<file path="src/rtl/siso_tx_ctrl.sv">
// Parallel-to-serial transmit sequencer: accepts a word on valid/ready, shifts it out MSB-first
// with frame markers and a forced idle gap. Define SISO_TX_PARITY_EN to append an even-parity bit.
module siso_tx_ctrl #(
  parameter int N   = 4,
  parameter int GAP = 1
) (
  input  logic         clk,
  input  logic         reset_n,
  input  logic [N-1:0] din,
  input  logic         din_valid,
  output logic         din_ready,
  output logic         sdo,
  output logic         sdo_valid,
  output logic         frame_start,
  output logic         frame_end,
  output logic         busy
);

  localparam int MAXNG = (N > GAP) ? N : GAP;
  localparam int CW    = $clog2(MAXNG + 1);
  localparam logic [CW-1:0] CNT_SHIFT = CW'(N - 1);
  localparam logic [CW-1:0] CNT_GAP   = CW'((GAP > 0) ? GAP - 1 : 0);

`ifdef SISO_TX_PARITY_EN
  typedef enum logic [1:0] {S_IDLE, S_SHIFT, S_GAP, S_PAR} state_t;
`else
  typedef enum logic [1:0] {S_IDLE, S_SHIFT, S_GAP} state_t;
`endif

  state_t         state_q, state_d;
  logic [N-1:0]   sh_q, sh_d;
  logic [CW-1:0]  cnt_q, cnt_d;
  logic           start_d;
  logic           din_ready_q, din_ready_d;
  logic           sdo_q, sdo_d;
  logic           sdo_valid_q, sdo_valid_d;
  logic           frame_start_q, frame_start_d;
  logic           frame_end_q, frame_end_d;
  logic           busy_q, busy_d;
`ifdef SISO_TX_PARITY_EN
  logic           par_q, par_d;
`endif

  always_comb begin
    state_d = state_q;
    sh_d    = sh_q;
    cnt_d   = cnt_q;
    start_d = 1'b0;
`ifdef SISO_TX_PARITY_EN
    par_d   = par_q;
`endif
    case (state_q)
      S_IDLE: begin
        if (din_valid && din_ready_q) begin
          state_d = S_SHIFT;
          sh_d    = din;
          cnt_d   = CNT_SHIFT;
          start_d = 1'b1;
`ifdef SISO_TX_PARITY_EN
          par_d   = ^din;
`endif
        end
      end
      S_SHIFT: begin
        // Rotate rather than zero-fill; bits past the frame are never driven.
        sh_d = {sh_q[N-2:0], sh_q[N-1]};
        if (cnt_q == '0) begin
`ifdef SISO_TX_PARITY_EN
          state_d = S_PAR;
`else
          if (GAP > 0) begin
            state_d = S_GAP;
            cnt_d   = CNT_GAP;
          end else begin
            state_d = S_IDLE;
          end
`endif
        end else begin
          cnt_d = cnt_q - 1'b1;
        end
      end
`ifdef SISO_TX_PARITY_EN
      S_PAR: begin
        if (GAP > 0) begin
          state_d = S_GAP;
          cnt_d   = CNT_GAP;
        end else begin
          state_d = S_IDLE;
        end
      end
`endif
      S_GAP: begin
        if (cnt_q == '0) state_d = S_IDLE;
        else             cnt_d   = cnt_q - 1'b1;
      end
      default: state_d = S_IDLE;
    endcase

    // Outputs are registered from the next state so they line up with it.
    din_ready_d   = (state_d == S_IDLE);
    busy_d        = (state_d != S_IDLE);
    frame_start_d = start_d;
`ifdef SISO_TX_PARITY_EN
    sdo_valid_d   = (state_d == S_SHIFT) || (state_d == S_PAR);
    sdo_d         = (state_d == S_SHIFT) ? sh_d[N-1] :
                    (state_d == S_PAR)   ? par_d     : 1'b0;
    frame_end_d   = (state_d == S_PAR);
`else
    sdo_valid_d   = (state_d == S_SHIFT);
    sdo_d         = (state_d == S_SHIFT) ? sh_d[N-1] : 1'b0;
    frame_end_d   = (state_d == S_SHIFT) && (cnt_d == '0);
`endif
  end

  always_ff @(posedge clk) begin
    if (!reset_n) begin
      state_q       <= S_IDLE;
      sh_q          <= '0;
      cnt_q         <= '0;
      din_ready_q   <= 1'b0;
      sdo_q         <= 1'b0;
      sdo_valid_q   <= 1'b0;
      frame_start_q <= 1'b0;
      frame_end_q   <= 1'b0;
      busy_q        <= 1'b0;
`ifdef SISO_TX_PARITY_EN
      par_q         <= 1'b0;
`endif
    end else begin
      state_q       <= state_d;
      sh_q          <= sh_d;
      cnt_q         <= cnt_d;
      din_ready_q   <= din_ready_d;
      sdo_q         <= sdo_d;
      sdo_valid_q   <= sdo_valid_d;
      frame_start_q <= frame_start_d;
      frame_end_q   <= frame_end_d;
      busy_q        <= busy_d;
`ifdef SISO_TX_PARITY_EN
      par_q         <= par_d;
`endif
    end
  end

  assign din_ready   = din_ready_q;
  assign sdo         = sdo_q;
  assign sdo_valid   = sdo_valid_q;
  assign frame_start = frame_start_q;
  assign frame_end   = frame_end_q;
  assign busy        = busy_q;

endmodule

</file>
<file path="config.mk">
export PLATFORM = sky130hd
export DESIGN_NAME = siso_tx_ctrl
export DESIGN_NICKNAME = d
export VERILOG_FILES = /design/src/rtl/siso_tx_ctrl.sv
export SDC_FILE = /design/constraint.sdc
export NUM_CORES = 1
export LEC_CHECK = 0
export BUFFER_PORTS_ARGS = -buffer_cell sky130_fd_sc_hd__buf_2
export CORE_MARGIN = 2
export CORE_UTILIZATION = 35
export CTS_CLUSTER_SIZE = 20
export DETAILED_ROUTE_END_ITERATION = 10
export HOLD_SLACK_MARGIN = 0.1
export PLACE_DENSITY = 0.5
export RECOVER_POWER = 100
export SYNTH_ARGS = -nofsm -noshare
export SYNTH_HDL_FRONTEND = slang
export SYNTH_SLANG_ARGS = --single-unit
</file>
<file path="constraint.sdc">
create_clock -name clk -period 2.5 [get_ports clk]
set_input_delay 0 -clock clk [delete_from_list [all_inputs] [get_ports clk]]
set_output_delay 0 -clock clk [all_outputs]
set_load 0.05 [all_outputs]
</file>
## Yosys cells after proc, flatten, opt, wreduce, memory -nomap -nowiden

Index checks and enable logic that the tools add are counted.
Widths: inputs -> output; s select.

- $add $sub $neg: 1
- Shifts and indexed selects: 0
- Bitwise gates (word level): 0
- Divide/modulo/power cells: 0
- Equal/unequal tests: 4
- Multipliers: 0
- Reduce and logical (&&, ||, !) cells: 11
- Magnitude comparators: 0
- Multiplexer cells: 11

Operators with widths:

| kind | count |
|---|---|
| $mux 3 | 3 |
| $pmux 3 s3 | 1 |
| $pmux 4 s2 | 1 |
| $logic_not 3->1 | 2 |
| $mux 2 | 3 |
| $pmux 2 s3 | 1 |
| $reduce_and 2->1 | 3 |
| $eq 2x1->1 const B | 2 |
| $logic_not 2->1 | 2 |
| $mux 4 | 1 |
| $reduce_bool 2->1 | 2 |
| $sub 3x1->3 const B | 1 |
| $eq 2x2->1 const B | 1 |
| $logic_and 1x1->1 | 2 |
| $ne 2x2->1 const B | 1 |
| $mux 1 | 1 |

- Memory bits (writable): 0
- Output and inout port bits: 6
- Input port bits: 7
- Memory bits (read-only): 0
- Flip-flop bits (word level): 15
- Memories: 0
- Latch bits: 0

## Longest topological paths before layout

Gate-level depths: netlist of the first run.

- Word-level depth: 5
- Mapped depth: 8
- Depth with buffers taken out: 8

## Least setup slack after synthesis of the first run

No wires, ideal clock.

- Kind: register to register
- Start: reg cnt_q[0]
- End: reg cnt_q[0]
- Path buffers: 0
- Stages on the path, launching flop included: 9
- Arrival: 1.662 ns
- Setup time: 0.059 ns
- Period minus slack after synthesis: 1.721 ns
- Setup slack: 0.779 ns
- Path through: dfxtp_1 -> inv_1 -> ha_1 -> nor2b_2 -> inv_1 -> ha_1 -> a221o_1 -> o21ai_1 -> and2_1

- Longest elaborated chain between the ends: 3

Ends and longest elaborated chain:

| item | RTL line | RTL |
|---|---|---|
| start, declared | 32 | `logic [CW-1:0] cnt_q, cnt_d;` |
| start signal, assigned | 132 | `cnt_q <= cnt_d;` |
| $sub 3x1->3 or $logic_not 3->1 (tied branches) | n/a |  |
| $mux 3, on equally long branches | 93, 67 |  |
| $pmux 3 s3 (*) | 52 | `case (state_q)` |

Every way passes the cells marked *; elsewhere a longest branch is shown, timed or not.
A chain may end at the register's enable or synchronous reset.

## Final worst setup path of the first run

Same ends and word-level chain as after synthesis.

==> impl_results.md, run 1 <==
* Max-cap viol count at 0
* Post-route minimum period at roughly 2000 ps
* Peak supply drop at roughly 370 uV
* Comb pwr share at 0.275
* Met2 WL post-DR at 608 um
* Tot GR Track Use at 0.1395
* Largest family of logic cells by synthesized area: compound AO/OA/AOI/OAI gates
* Status: finished clean
* Metal3 WL at 38 um
* Leading area contributor after synthesis: dfxtp_1
* Synth-to-Final Area Change at 12.20%
* Initial antenna violation count at 0
* Place WS at 628.9 ps
* Final net count at ~110
* Area of the multi-input gates at 370.4 um^2
* Slowest CP cell: nor2b_1
* Pwr dens at 692.8 nW/um^2
* Cell family with most CP delay: simple AND/OR/NAND/NOR gates
* Relative slew slack at 0.6092
* Worst path cell trace: inv_1 > ha_1 > nor2b_1 > inv_1 > ha_1 > a221o_1 > o21ai_0 > and2_0
* Final Instance Count excl. Fillers at 122
* Initial Util at 0.3725
* Detailed Place HPWL at 1044 um
* # setup viols final at 0
* DRC at 0
* Total congestion overflow at 0
* FF/Latch Area at about 300 um^2
* Internal power at approximately 0.38 mW
* I/O Buffers at 12
* Die Footprint at around 2500 um^2
* Max Freq at 0.4885 GHz
* I/O pin cnt at 13
* Post-synthesis adder-cell area fraction at 0.06610
* Critical path buffer and inverter count at 2
* Antenna Cells at 0
* Max-slew violations at 0
* Largest register FFs at 4
* Clk slew on worst S/H paths at 90 ps
* WL per Instance at 11.79 um
* Synth Area in Simple Gates at 0.1983
* Switching fraction of total power at 0.3402
* Final hold vios at 0
* Area after DPL at 802.0 um^2
* Hold WC Path Type: in -> reg
* CTS H-tree lvls at 1
* Leak at 0.3369 nW
* Root buf cell: clkbuf_4
* Most flops, register: sh_q
* Die height at 49.93 um
* First-pass GRT wire length at 2642 um
* Vias at 605
* DR vias/cell at 4.959
* Critical Path Start Type: flop
* TritonCTS clock tree: yes
* Layout cell share with drive strength beyond 1 at 0.1474
* Cell Area, Synth at 738.2 um^2
* Number of synthesis warnings at 0
* Num CTS Buffers at 3
* Die Width at 49.93 um
* Synth top area share at 0.4068
* Pre-Repair DR Iteration Count at 4
* Xor/xnor cell area share of the yosys netlist at 0
* Total power at 0.5739 mW
* Count of state elements after synthesis at 15
* Pin count of the biggest net entering global routing at 16
* Crit Path Category: reg -> reg
* Largest cells by area after synthesis: dfxtp_1, o21ai_0, ha_1, a21oi_1, inv_1
* 1st-iter DRT viols at 6
* Fin crit share at 0.8188
* Max clock buf depth at 2
* Sink Count at 15
* Clock skew at 2.851 ps
* Top flop regs: sh_q (4), cnt_q (3), state_q (2)
* Clock Power Share at 0.235
* Crit path DAT at 2270 ps
* Core footprint at slightly below 2000 um^2
* Antenna viol nets, final at 0
* Yosys cell types at 31
* Seq/Total Area, Yosys at 0.4068
* Row Count at 16
* Total wire length at 1438 um
* Dpl cells at 117
* Setup ws final at 453.0 ps
* Compound-Gate Fraction of Synth Area at 0.2153
* Worst-Margin Slew at 588.8 ps
* Post-Layout Inst Area at just over 800 um^2
* Setup crit end kind: flop
* TNS Setup at 0 ps
* Vias in the first global route at 578
* Worst Path Required at 2730 ps
* Mapped Nets at 91
* Max FO, Critical Path at 7
* GPL Wtd Cong at 0.8005
* Clock latency on the worst-skew pair at 280 ps
* Psw at 0.1952 mW
* Avg Synthesized Cell Area at 9.114 um^2
* Unrepaired setup endpoints after global routing: false
* Fillers at about 220
* Critical Path Max Stage Delay at 390 ps
* Syn Inst Count at 81
* Wire length on met1 at 764 um
* Sequential power share at 0.490
* Highest Signal Layer: met4
* Mux share of post-synthesis cell area at 0.02712
[per-layer routing]
layer,vias up,track usage
met5,-,0
met4,0,0.05556
met3,4,0.02727
met2,7,0.2067
met1,279,0.1967
li1,315,-
[per-stage QoR]
step | util | hold slack (ps)
2_1_floorplan | - | 121.7
3_3_place_gp | 0.4047 | 334.6
3_5_place_dp | 0.4047 | 332.2
5_1_grt | 0.4179 | 137.7
6_report | 0.4179 | 103.3
4_1_cts | 0.4236 | 109.6
[cells in the mapped netlist]
master	count
nor3b_1	1
maj3_2	1
o21ai_1	3
nand3_1	2
inv_2	2
o211ai_1	2
nor3_1	1
dfxtp_1	15
a32oi_1	1
a22oi_1	1
a22oi_2	1
ha_1	3
nor2_1	4
and2_1	3
and4b_1	1
nor2b_2	1
o21ai_0	8
mux2i_1	2
nor4b_2	1
and2b_2	1
or3_1	3
and4_1	1
buf_4	1
nor2b_1	1
a21oi_1	7
a221o_1	1
nor4_1	1
buf_6	2
o221ai_2	1
nand2_1	2
inv_1	7
[logic make-up (layout without fill, tap and decap cells)]
group           Yosys count  after routing
compound gates           25             25
simple gates             23             23
flops                    15             15
buf+inv                  12             26
fa+ha+maj                 4              4
mux                       2              2
[layout make-up]
cell class	count	share of cell area
Tap cell	27	0.04079
Inverter	9	0.04079
Clock buffer	3	0.02719
Clock inverter	1	0.006042
Sequential cell	15	0.3625
Multi-Input combinational cell	54	0.4471
Timing Repair Buffer	13	0.07553
[power groups by stage]
stage                     sequential [mW]  combinational [mW]  clock [mW]
final                               0.281               0.158       0.135
after global routing                0.286               0.180       0.154
after CTS                           0.282               0.165       0.142
after detailed placement            0.288               0.162           0
after global placement              0.287               0.164           0
after floorplan                     0.308               0.110           0
[cell usage in the layout, fill, tap and decap left out, drive strengths merged, types with 2 or more instances in the layout]
cell type   n
nand3       2
inv         9
dfxtp      15
clkbuf      9
o21ai      11
or3         3
o211ai      2
buf         6
a22oi       2
nand2       2
mux2i       2
and2        3
nor2        4
ha          3
a21oi       7
nor2b       2
[worst register-to-register path, stage by stage, from the launching register on]
cell and delay (ps):
dfxtp_1 330, inv_1 100, ha_1 170, nor2b_1 390, inv_1 120, ha_1 290
a221o_1 330, o21ai_0 120, and2_0 160
[worst paths after layout]
check                           depth (start not counted)  slack (ps)        to     start
worst max register to register                          8         450  cnt_q[0]  cnt_q[0]
worst min register to register                          2         540   sh_q[1]   sh_q[1]
worst max-delay path                                    8         450  cnt_q[0]  cnt_q[0]
worst min-delay path                                    4         100   sh_q[2]    din[2]
[timing repair]
action	in CTS	in global routing
endpoints found under the hold margin	7	0
hold buffers	1	0
setup buffers	0	0
gates resized for setup	0	0
(Power assumes the default switching activity.)
==> run 2, diff against run 1 <==
ABC_AREA = 1   (was not set)
PLACE_DENSITY = 0.52   (was 0.5)
clock period = 1.85 ns   (was 2.5 ns; I/O delays follow)
==> run 2 against run 1 <==
Area after synthesis is 0.51% lower. First-iteration DRC count is 130% higher. Clock skew is 2.7 ps higher. Critical endpoint is now sh_q[3].
==> impl_results.md, run 2 <==
* # setup viols final at 0
* Detailed Place HPWL at 1103 um
* Vias at 661
* Max clock buf depth at 2
* Layout cell share with drive strength beyond 1 at 0.1463
* Yosys cell types at 21
* Synth-to-Final Area Change at 22.66%
* Row Count at 16
* Root buf cell: clkbuf_4
* WL per Instance at ~10 um
* Critical Path Start Type: flop
* Synth top area share at 0.4089
* First-pass GRT wire length at 2649 um
* Fin crit share at 0.9241
* GPL Wtd Cong at about 0.73
* Clock latency on the worst-skew pair at about 300 ps
* Clk slew on worst S/H paths at 100 ps
* Total wire length at 1573 um
* Die Footprint at 2481 um^2
* Clock Power Share at 0.151
* Die height at 49.81 um
* DRC at 0
* Final Util at 0.4592
* Relative slew slack at 0.5982
* Initial Util at 0.3744
* Worst reg2reg path depth at 8
* Cell Area, Synth at about 730 um^2
* Switching fraction of total power at 0.4698
* Dpl cells at 139
* Sequential power share at 0.340
* Peak supply drop at about 600 uV
* Mapped Nets at 110
* Number of enable flip-flop cells after synthesis at 0
* Post-route minimum period at between 1500 and 2000 ps
* Pin count of the biggest net entering global routing at 11
* Die Width at roughly 50 um
* Status: finished clean
* Leak at approximately 0.44 nW
* Internal power at between 0.7 and 0.8 mW
* R2r startpoint: state_q[0]
* Total congestion overflow at 0
* Comb pwr share at 0.509
* Core footprint at 1962 um^2
* Leading area contributor after synthesis: dfxtp_1
* Max-cap viol count at 0
* Final hold vios at 0
* Antenna Cells at 0
* Max Freq at 0.5850 GHz
* Commonest non-fill, non-tap cells in the layout: nand2_1, dfxtp_1, nor2_1
* Top cells by count, synth: nand2_1, dfxtp_1, inv_1, nor2_1, nand3_1
* 1st-iter DRT viols at 14
* Total power at 1.346 mW
* Num CTS Buffers at 3
* I/O pin cnt at 13
* Most common cell in the synthesized netlist: nand2_1
* Crit path DAT at 1970 ps
* Unrepaired setup endpoints after global routing: false
* Pwr dens at 1494 nW/um^2
* Crit Path Category: reg -> reg
* Count of state elements after synthesis at 15
* Antenna viol nets, final at 0
* Most flops, register: sh_q
* Setup crit end kind: flop
* Seq/Total Area, Yosys at 0.4089
* Max-slew violations at 0
* Hold WC Path Type: in -> reg
* Fillers at ~230
* Max FO, Critical Path at 6
* Place WS at approximately 260 ps
* TNS Setup at 0 ps
* Setup ws final at 140.5 ps
* Worst Path Required at about 2100 ps
* R2r endpoint: sh_q[3]
* Number of synthesis warnings at 0
* Post-synth ARST share at 0
* TritonCTS clock tree: yes
* I/O Buffers at 12
* Pre-Repair DR Iteration Count at 4
* Final net count at around 130
* Largest cells by area after synthesis: dfxtp_1, nand2_1, inv_1, nor2_1, ha_1
* Worst-Margin Slew at a little over 600 ps
* DR vias/cell at 4.407
* R2R Setup Slk at 140 ps
* Critical path capture point: sh_q[3]
* Vias in the first global route at 597
* Initial antenna violation count at 0
* Sink Count at 15
* Syn Inst Count at 100
* Top flop regs: sh_q (4), cnt_q (3), state_q (2)
* Psw at between 0.6 and 0.7 mW
* Commonest non-fill, non-tap cell in the layout: nand2_1
* Avg Synthesized Cell Area at between 7 and 8 um^2
* Clock skew at 5.532 ps
* CP startpoint: state_q[0]
* Final Instance Count excl. Fillers at 150
* Largest register FFs at 4
* CTS H-tree lvls at 1
* Tot GR Track Use at 0.1473
* Main synth FF type: dfxtp_1
## run 2: cell count changes after synthesis, moves of 3 or more
| cell | delta |
|---|---|
| a21oi_1 | -3 |
| nor2_1 | +7 |
| o21ai_0 | -7 |
| nand3_1 | +5 |
| nand2_1 | +28 |
| a21boi_0 | +3 |
| inv_1 | +4 |
| or3_1 | -3 |
| and2_1 | -3 |
## run 2: metrics by stage
| step | instance area [um^2] | hold slack (ps) |
|---|---|---|
| 2_1_floorplan | 734.5 | 97.63 |
| 3_3_place_gp | 828.3 | 237.1 |
| 3_5_place_dp | 828.3 | 240.4 |
| 4_1_cts | 915.9 | 227.5 |
| 5_1_grt | 900.9 | 273.9 |
| 6_report | 900.9 | 209.7 |
## run 2: cells by family (layout without fill, tap and decap cells)
group	Yosys count	in the layout	share of synthesized area
buf+inv	14	37	0.07155
fa+ha+maj	3	3	0.05111
flops	15	15	0.4089
simple gates	57	57	0.3680
compound gates	11	11	0.1005
## run 2: what timing repair did
item,4_1_cts,5_1_grt
hold endpoints to repair,6,0
hold buffers,6,0
setup buffers,0,1
resized for setup,0,2
setup endpoints to repair,0,1
## run 2: per-layer routing
metal  vias up  global-route usage  part of all wire
li1        359                   -                 -
met3         3             0.04242             0.037
met2        14              0.2222              0.45
met1       285              0.1811              0.48
met4         0             0.09722             0.024
met5         -                   0                 0
## run 2: how the worst min path moves through the flow
stage	cells past startpoint	from	endpoint
final	5	din_valid	frame_start
after global routing	5	din_valid	frame_start
after CTS	5	din_valid	frame_start
after detailed placement	3	reset_n	sh_q[3]
after global placement	3	reset_n	sh_q[3]
after floorplan	2	reset_n	sh_q[3]
## run 2: area by class of cell
type / instances / area, um^2 / share of cell area
Multi-Input combinational cell: 71 / 365.4 / 0.4056
Sequential cell: 15 / 301.5 / 0.3347
Timing Repair Buffer: 19 / 120.1 / 0.1333
Inverter: 14 / 52.55 / 0.05833
Tap cell: 27 / 33.78 / 0.03750
Clock buffer: 3 / 22.52 / 0.02500
Clock inverter: 1 / 5.005 / 0.005556
## run 2: power groups by stage
stage	clock network, mW	logic [mW]	registers, mW
final	0.203	0.686	0.457
after global routing	0.225	0.780	0.468
after CTS	0.207	0.713	0.457
after detailed placement	0	0.694	0.464
after global placement	0	0.687	0.464
after floorplan	0	0.464	0.558
## run 2: worst max-delay path, stage by stage (launching register included)
cell           delay [ps]
dfxtp_1               380
inv_2                 140
nand2_1               120
nor2_4                170
nand2_1                80
nand4_1               110
nand2_1                60
dlygate4sd3_1         550
inv_1                  50
==> run 3, diff against run 2 <==
CAP_MARGIN = 10   (was not set)
PLACE_DENSITY = 0.5   (was 0.52)
clock period = 1.6 ns   (was 1.85 ns; I/O delays follow)
==> run 3 against run 2 <==
Via count up 0.15%. Clock power up 9%. Setup slack worse by 1.6 ps. Critical path depth up 1. First-iteration DRC count up 7.1%. Die area unchanged. Non-clock buffer count down 1. Cell area up 0.14%. Final cell count down 0.67%. Critical path type unchanged. Largest cell class unchanged.
==> impl_results.md, run 3 (synthesis results as in run 2) <==
* Status: finished clean
* Total wire length at ~1500 um
* Worst Path Required at 1790 ps
* Clock Power Share at 0.139
* Max-slew violations at 0
* Detailed Place HPWL at roughly 1100 um
* Max clock buf depth at 2
* DR vias/cell at 4.443
* Comb pwr share at 0.529
* I/O Buffers at 12
* TritonCTS clock tree: yes
* Place WS at 104.4 ps
* Crit path DAT at 1660 ps
* Area of the multi-input gates at 379.1 um^2
* Initial Util at 0.3744
* Initial antenna violation count at 0
* Psw at roughly 0.74 mW
* Synth-to-Final Area Change at 22.83%
* Commonest non-fill, non-tap cell in the layout: nand2_1
* Fin crit share at 0.9132
* Worst reg2reg path depth at 9
* Num CTS Buffers at 3
* Peak supply drop at 1030 uV
* CP startpoint: cnt_q[1]
* Pin count of the biggest net entering global routing at 11
* Hold WC Path Type: in -> reg
* Post-route minimum period at 1461 ps
* Antenna viol nets, final at 0
* Total congestion overflow at 0
* Fillers at 240
* Setup ws final at 138.9 ps
* # Post-CTS Setup Buffers at 0
* Max-cap viol count at 0
* Most flops, register: sh_q
* WHS Path Cells at 7
* Pwr dens at 1766 nW/um^2
* Hold Path Origin: din_valid
* Vias in the first global route at 649
* Internal power at 0.8549 mW
* Largest register FFs at 4
* Final net count at 133
* GPL Wtd Cong at 0.7264
* R2r endpoint: frame_end
* R2R Setup Slk at between 100 and 150 ps
* # setup viols final at 0
* Critical Path Max Stage Delay at 310 ps
* Die Footprint at 2481 um^2
* FF/Latch Area at 300.3 um^2
* Final hold vios at 0
* Tot GR Track Use at 0.1434
* Setup crit end kind: flop
* Switching fraction of total power at 0.4635
* Die height at around 50 um
* Die Width at 49.81 um
* Clock skew at about 5.9 ps
* First-pass GRT wire length at 2739 um
* Clk slew on worst S/H paths at 90 ps
* Max FO, Critical Path at 4
* Layout cell share with drive strength beyond 1 at 0.1475
* R2r startpoint: cnt_q[1]
* Hold EP: cnt_q[0]
* Sequential power share at 0.333
* TNS Setup at 0 ps
* Leak at 0.4401 nW
* Worst-Margin Slew at 597.5 ps
* Crit Path Category: reg -> reg
* Sink Count at 15
* CTS H-tree lvls at 1
* I/O pin cnt at 13
* Commonest non-fill, non-tap cells in the layout: nand2_1, dfxtp_1, nor2_1
* Core footprint at 1962 um^2
* WL per Instance at 10.18 um
* Max Freq at 0.6844 GHz
* DRC at 0
* Unrepaired setup endpoints after global routing: false
* Top flop regs: sh_q (4), cnt_q (3), state_q (2)
* Row Count at 16
* Antenna Cells at 0
* Slowest CP cell: dfxtp_1
* Root buf cell: clkbuf_4
* Vias at 662
* Critical Path Start Type: flop
* Clock latency on the worst-skew pair at ~280 ps
* Relative slew slack at 0.6034
* Worst path cell trace: inv_1 > ha_2 > nand2_1 > ha_1 > nand3b_1 > nand3_1 > nor2_1 > nand2_1 > nor2_1
* 1st-iter DRT viols at 15
* Pre-Repair DR Iteration Count at 4
[run 3: worst max path at each step]
| stage | end | slack (ps) | cells past startpoint |
|---|---|---|---|
| after global placement | cnt_q[0] | 170 | 8 |
| after floorplan | frame_end | 140 | 9 |
| final | frame_end | 140 | 9 |
| after global routing | cnt_q[0] | 4 | 8 |
| after CTS | cnt_q[0] | 90 | 8 |
| after detailed placement | cnt_q[0] | 100 | 8 |
[run 3: per-layer routing]
| metal | global-route usage | routed length, um |
|---|---|---|
| met5 | 0 | 0 |
| met4 | 0.06944 | 42 |
| met3 | 0.03030 | 56 |
| met2 | 0.2378 | 691 |
| met1 | 0.1751 | 726 |
[run 3: power by group through the flow]
stage	Combinational, mW	Sequential, mW	Clock [mW]
2_1_floorplan	0.537	0.646	0
3_3_place_gp	0.841	0.537	0
3_5_place_dp	0.852	0.537	0
4_1_cts	0.865	0.529	0.233
5_1_grt	0.966	0.544	0.253
6_report	0.842	0.530	0.221
[run 3: timing repair]
action	4_1_cts	5_1_grt
endpoints found under the setup margin	0	3
hold endpoints to repair	6	0
resized for setup	0	3
hold buffers	5	0
[run 3: worst max-delay path: cells and delay by family (launching register included)]
kind          cells  cell delay, ps
flops             1             310
fa+ha+maj         2             470
simple gates      6             480
buf+inv           1             110
[run 3: area by class of cell]
class                   count  area share
inverters                  14     0.05825
multi-input cells          71      0.4203
flip-flops and latches     15      0.3329
clock buffers               4     0.02913
well taps                  27     0.03745
repair buffers             18      0.1221
[run 3: stage by stage]
step	hold WS (ps)	power [mW]	cells	util	cell area, um^2
CTS	241.7	1.626	149	0.4649	912.1
floorplan	97.63	1.182	100	-	734.5
global placement	238.0	1.378	140	0.4260	835.8
global route	275.6	1.763	149	0.4598	902.1
finish	209.5	1.593	149	0.4598	902.1
detailed placement	232.0	1.388	140	0.4260	835.8
